<file path="config.mk">
export PLATFORM = sky130hd
export DESIGN_NAME = pipeline_stage_skid
export DESIGN_NICKNAME = d
export VERILOG_FILES = /design/src/rtl/pipeline_stage_skid.sv
export SDC_FILE = /design/constraint.sdc
export NUM_CORES = 1
export LEC_CHECK = 0
export BUFFER_PORTS_ARGS = -buffer_cell sky130_fd_sc_hd__buf_2
export CAP_MARGIN = 20
export CORE_MARGIN = 5
export CORE_UTILIZATION = 30
export CTS_BUF_LIST = sky130_fd_sc_hd__clkbuf_4 sky130_fd_sc_hd__clkbuf_8 sky130_fd_sc_hd__clkbuf_16
export CTS_CLUSTER_DIAMETER = 150
export DETAILED_ROUTE_END_ITERATION = 10
export PLACE_DENSITY_LB_ADDON = 0.08
export SYNTH_ARGS = -nofsm -noshare
export SYNTH_HDL_FRONTEND = slang
export SYNTH_SLANG_ARGS = --single-unit
</file>
<file path="constraint.sdc">
create_clock -name CLK -period 2.8 [get_ports CLK]
set_clock_uncertainty 0.1 [all_clocks]
set_input_delay 0 -clock CLK [delete_from_list [all_inputs] [get_ports CLK]]
set_output_delay 0 -clock CLK [all_outputs]
set_load 0.03 [all_outputs]
</file>
<file path="src/rtl/pipeline_stage_skid.sv">
// Elastic valid/ready pipeline stage with a two-entry skid buffer, synchronous
// NOP-inserting flush and a saturating back-pressure counter.
module pipeline_stage_skid #(
   parameter int               WIDTH     = 32,
   parameter logic [WIDTH-1:0] NOP_VALUE = '0,
   parameter int               CNT_W     = 16
) (
   input  logic             CLK,
   input  logic             nRST,
   input  logic             in_valid,
   output logic             in_ready,
   input  logic [WIDTH-1:0] in_data,
   output logic             out_valid,
   input  logic             out_ready,
   output logic [WIDTH-1:0] out_data,
   input  logic             flush,
   input  logic             cnt_clr,
   output logic [1:0]       occupancy,
   output logic [CNT_W-1:0] stall_cnt
);

   // Encoding doubles as the occupancy count.
   typedef enum logic [1:0] {
      ST_EMPTY = 2'd0,
      ST_ONE   = 2'd1,
      ST_FULL  = 2'd2
   } state_t;

   state_t           r_state;
   state_t           w_state_nxt;
   logic [WIDTH-1:0] r_main;
   logic [WIDTH-1:0] r_skid;
   logic [WIDTH-1:0] w_main_nxt;
   logic [WIDTH-1:0] w_skid_nxt;
   logic             r_out_valid;
   logic             r_in_ready;
   logic [CNT_W-1:0] r_stall_cnt;
   logic             w_accept;
   logic             w_drain;
   logic             w_stall;

   assign w_accept = in_valid & r_in_ready;
   assign w_drain  = r_out_valid & out_ready;
   assign w_stall  = r_out_valid & ~out_ready;

   // State register
   // NOTE: sequential state uses non-blocking assignments so every flop samples
   // pre-edge values regardless of process ordering.
   always_ff @(posedge CLK or negedge nRST) begin
      if (!nRST) begin
         r_state <= ST_EMPTY;
      end else begin
         r_state <= w_state_nxt;
      end
   end

   // Next-state logic
   // NOTE: every combinational output gets a default first, so no path leaves
   // it unassigned and no latch is inferred.
   always_comb begin
      w_state_nxt = r_state;
      if (flush) begin
         w_state_nxt = ST_EMPTY;
      end else begin
         unique case (r_state)
            ST_EMPTY: if (w_accept) w_state_nxt = ST_ONE;
            ST_ONE: begin
               if (w_accept && !w_drain)      w_state_nxt = ST_FULL;
               else if (!w_accept && w_drain) w_state_nxt = ST_EMPTY;
            end
            ST_FULL:  if (w_drain) w_state_nxt = ST_ONE;
            default:  w_state_nxt = ST_EMPTY;
         endcase
      end
   end

   // Datapath steering: the main register always holds the oldest payload.
   always_comb begin
      w_main_nxt = r_main;
      w_skid_nxt = r_skid;
      if (flush) begin
         w_main_nxt = NOP_VALUE;
         w_skid_nxt = NOP_VALUE;
      end else begin
         unique case (r_state)
            ST_EMPTY: begin
               if (w_accept) w_main_nxt = in_data;
            end
            ST_ONE: begin
               if (w_accept && w_drain)       w_main_nxt = in_data;
               else if (w_accept)             w_skid_nxt = in_data;
               else if (w_drain)              w_main_nxt = NOP_VALUE;
            end
            ST_FULL: begin
               if (w_drain) begin
                  w_main_nxt = r_skid;
                  w_skid_nxt = NOP_VALUE;
               end
            end
            default: begin
               w_main_nxt = NOP_VALUE;
               w_skid_nxt = NOP_VALUE;
            end
         endcase
      end
   end

   // Registered outputs: in_ready is a flop, never a function of out_ready.
   // NOTE: the payload registers are reset because out_data must read NOP_VALUE
   // while out_valid is low, including straight out of reset.
   always_ff @(posedge CLK or negedge nRST) begin
      if (!nRST) begin
         r_main      <= NOP_VALUE;
         r_skid      <= NOP_VALUE;
         r_out_valid <= 1'b0;
         r_in_ready  <= 1'b1;
      end else begin
         r_main      <= w_main_nxt;
         r_skid      <= w_skid_nxt;
         r_out_valid <= (w_state_nxt != ST_EMPTY);
         r_in_ready  <= (w_state_nxt != ST_FULL);
      end
   end

   // Stall counter: clear wins over increment, saturates at all-ones.
   always_ff @(posedge CLK or negedge nRST) begin
      if (!nRST) begin
         r_stall_cnt <= '0;
      end else if (cnt_clr) begin
         r_stall_cnt <= '0;
      end else if (w_stall && (r_stall_cnt != '1)) begin
         r_stall_cnt <= r_stall_cnt + 1'b1;
      end
   end

   assign in_ready  = r_in_ready;
   assign out_valid = r_out_valid;
   assign out_data  = r_main;
   assign occupancy = r_state;
   assign stall_cnt = r_stall_cnt;

endmodule
</file>
==> metrics <==
DRT iter0 DRCs=183; final hold violation count=0; vias post-DR=3489; sequential share of the synthesized area=0.5080; Critical Path End Type=flop; vias in the first global route=3611; Post-Synthesis Net Count=452; Synth cell types=44; CTS root buf=clkbuf_16; largest net degree at the start of global routing=47; commonest non-fill, non-tap cell in the layout=buf_2; CTS tree=done; Max clock buf depth=2; TritonRoute pass-1 iters=4; Initial Utilization=0.3018; Post-synth EDFFs=0; synthesized area=0.004140 mm^2; required time worst endpoint=2.96 ns; status=finished clean; HPWL Detailed=7635 um; GRT overflow=0; RSZ-0062 raised after global routing=false; Max Freq=464.0 MHz; Placer Congestion=0.7420; Final Setup Violations=0; buffers added on ports=89; post-synthesis register bit count=84; Slew @ Worst Pin=0.9511 ns; Boundary Pins=90; WP data arrival=2.31 ns; Avg Inst Size Synth=10.02 um^2; Reg clk slew, reported paths=0.06 ns; Primary FF master, synth=dfrtp_1; # nets final=572; max-cap violations=0; DIE AREA=0.01625 mm^2; Rows=43; gr usage total=0.1501; PwrDens=576.4 mW/mm^2; Antenna diodes=0; Vias/cell=4.859; clock latency on the worst-skew pair=0.34 ns; leading cell types in the layout, fill and taps excluded=buf_2 (88), dfrtp_1 (83), mux2i_1 (50), nand2_1 (44); total CTS buffers=9; Max VDD drop=0.3065 mV; P_leak=2.587 nW; Async SR Flop Fraction=1.000; number of H-tree levels=3; antenna-violating nets left=0; clock tree sinks=84; DRT Wirelength=11660 um; Pins Over Slew Limit=0; min cycle time layout=2.155 ns; critical path type=flop to flop; Detail Route met3 WL=544 um; Final Cycle Share=0.7697; Hold Crit Class=input pin to flop; Finished Core Util=0.4010; met2 wire length=5457 um; core area=0.01372 mm^2; critical path fanouts, max=32; die width=127.5 um; Metal-1 WL=5573 um; fill count=1392; first-pass GRT wire length=19310 um; WL/cell=16.24 um; DRC viols=0; die height=127.5 um; share of post-route cells with drive strength above 1=0.2379; startpoint types=flop; Sum Neg Setup Slack=0 ns; area delta synth->final=32.88%; Hold Slack=0.02160 ns; Synth warnings=0; Synth Instances=413; Slew Limit Headroom=0.3659; uppermost layer routed=met4; antenna violations before repair=0
==> timing repair <==
item,in CTS,in global routing
hold buffers,36,0
setup buffers,0,0
gates resized for setup,0,0
hold endpoints to repair,125,0
==> report_power, final <==
part | internal (mW) | switching (mW)
combinational | 0.219 | 0.368
clock | 0.747 | 0.492
sequential | 1.29 | 0.0559
total | 2.26 | 0.916
==> worst paths after layout <==
check	start	to	slack, ns	depth (start not counted)
hold reg to reg	out_data[18]	out_data[18]	0.38	1
hold / removal	in_valid	in_ready	0.02	3
max in group asynchronous	nRST	in_ready	1.68	3
setup reg to reg	occupancy[1]	out_data[3]	0.64	4
setup / recovery	occupancy[1]	out_data[3]	0.64	4
min in group asynchronous	nRST	out_data[23]	0.12	2
==> layout make-up <==
class                           count  area, um^2  area share
Inverter                           36       135.1     0.02456
Timing Repair Buffer              137       910.9      0.1656
Sequential cell                    84        2103      0.3823
Clock buffer                       12       260.3     0.04731
Tap cell                          180       225.2     0.04094
Clock inverter                      4       47.55    0.008642
Multi-Input combinational cell    265        1819      0.3307
==> flip-flops by register name (all words and copies together) (netlist names) <==
signal / count
out_data: 32
r_skid: 32
stall_cnt: 16
occupancy: 2
in_ready: 1
out_valid: 1
==> metrics by stage <==
step / power, mW / instance area (um^2) / std cells / worst slack, ns
after floorplan: 1.705 / 4140 / 413 / 0.7852
after global placement: 1.924 / 4833 / 666 / 0.6841
after detailed placement: 1.928 / 4833 / 666 / 0.6343
after CTS: 3.234 / 5502 / 718 / 0.6175
after global routing: 3.327 / 5502 / 718 / 0.4555
final: 3.171 / 5502 / 718 / 0.6449
==> cells by family after synthesis <==
family	share of synthesized area
buf+inv	0.05984
compound gates	0.1659
mux	0.1263
flops	0.5080
fa+ha+maj	0.003022
simple gates	0.1327
xor+xnor	0.004232
==> synth_stat cells (5+ instances only) <==
cell,count,area [um^2]
a22oi_1,16,120.1
buf_2,6,30.03
o21ai_0,6,30.03
a21oi_1,30,150.1
mux2i_1,50,500.5
clkbuf_1,17,63.81
o31ai_1,5,37.54
buf_1,5,18.77
nand2_1,44,165.2
or3_1,5,31.28
inv_1,36,135.1
nor2b_1,5,31.28
nor2_1,26,97.59
nand4_1,6,37.54
dfrtp_1,83,2077
o2bb2ai_1,32,280.3
==> critical path, cell delays in order (launching register included) <==
cell,delay (ns)
dfrtp_1,0.73
xnor2_1,0.16
a2bb2oi_1,0.18
nor2_4,0.70
o2bb2ai_1,0.20
==> layer usage <==
metal,up-vias,GRT usage
li1,1693,-
met4,0,0.04101
met5,-,0
met1,1726,0.2042
met3,6,0.04139
met2,64,0.2354
Note: power is estimated with default switching activity, not from simulation.
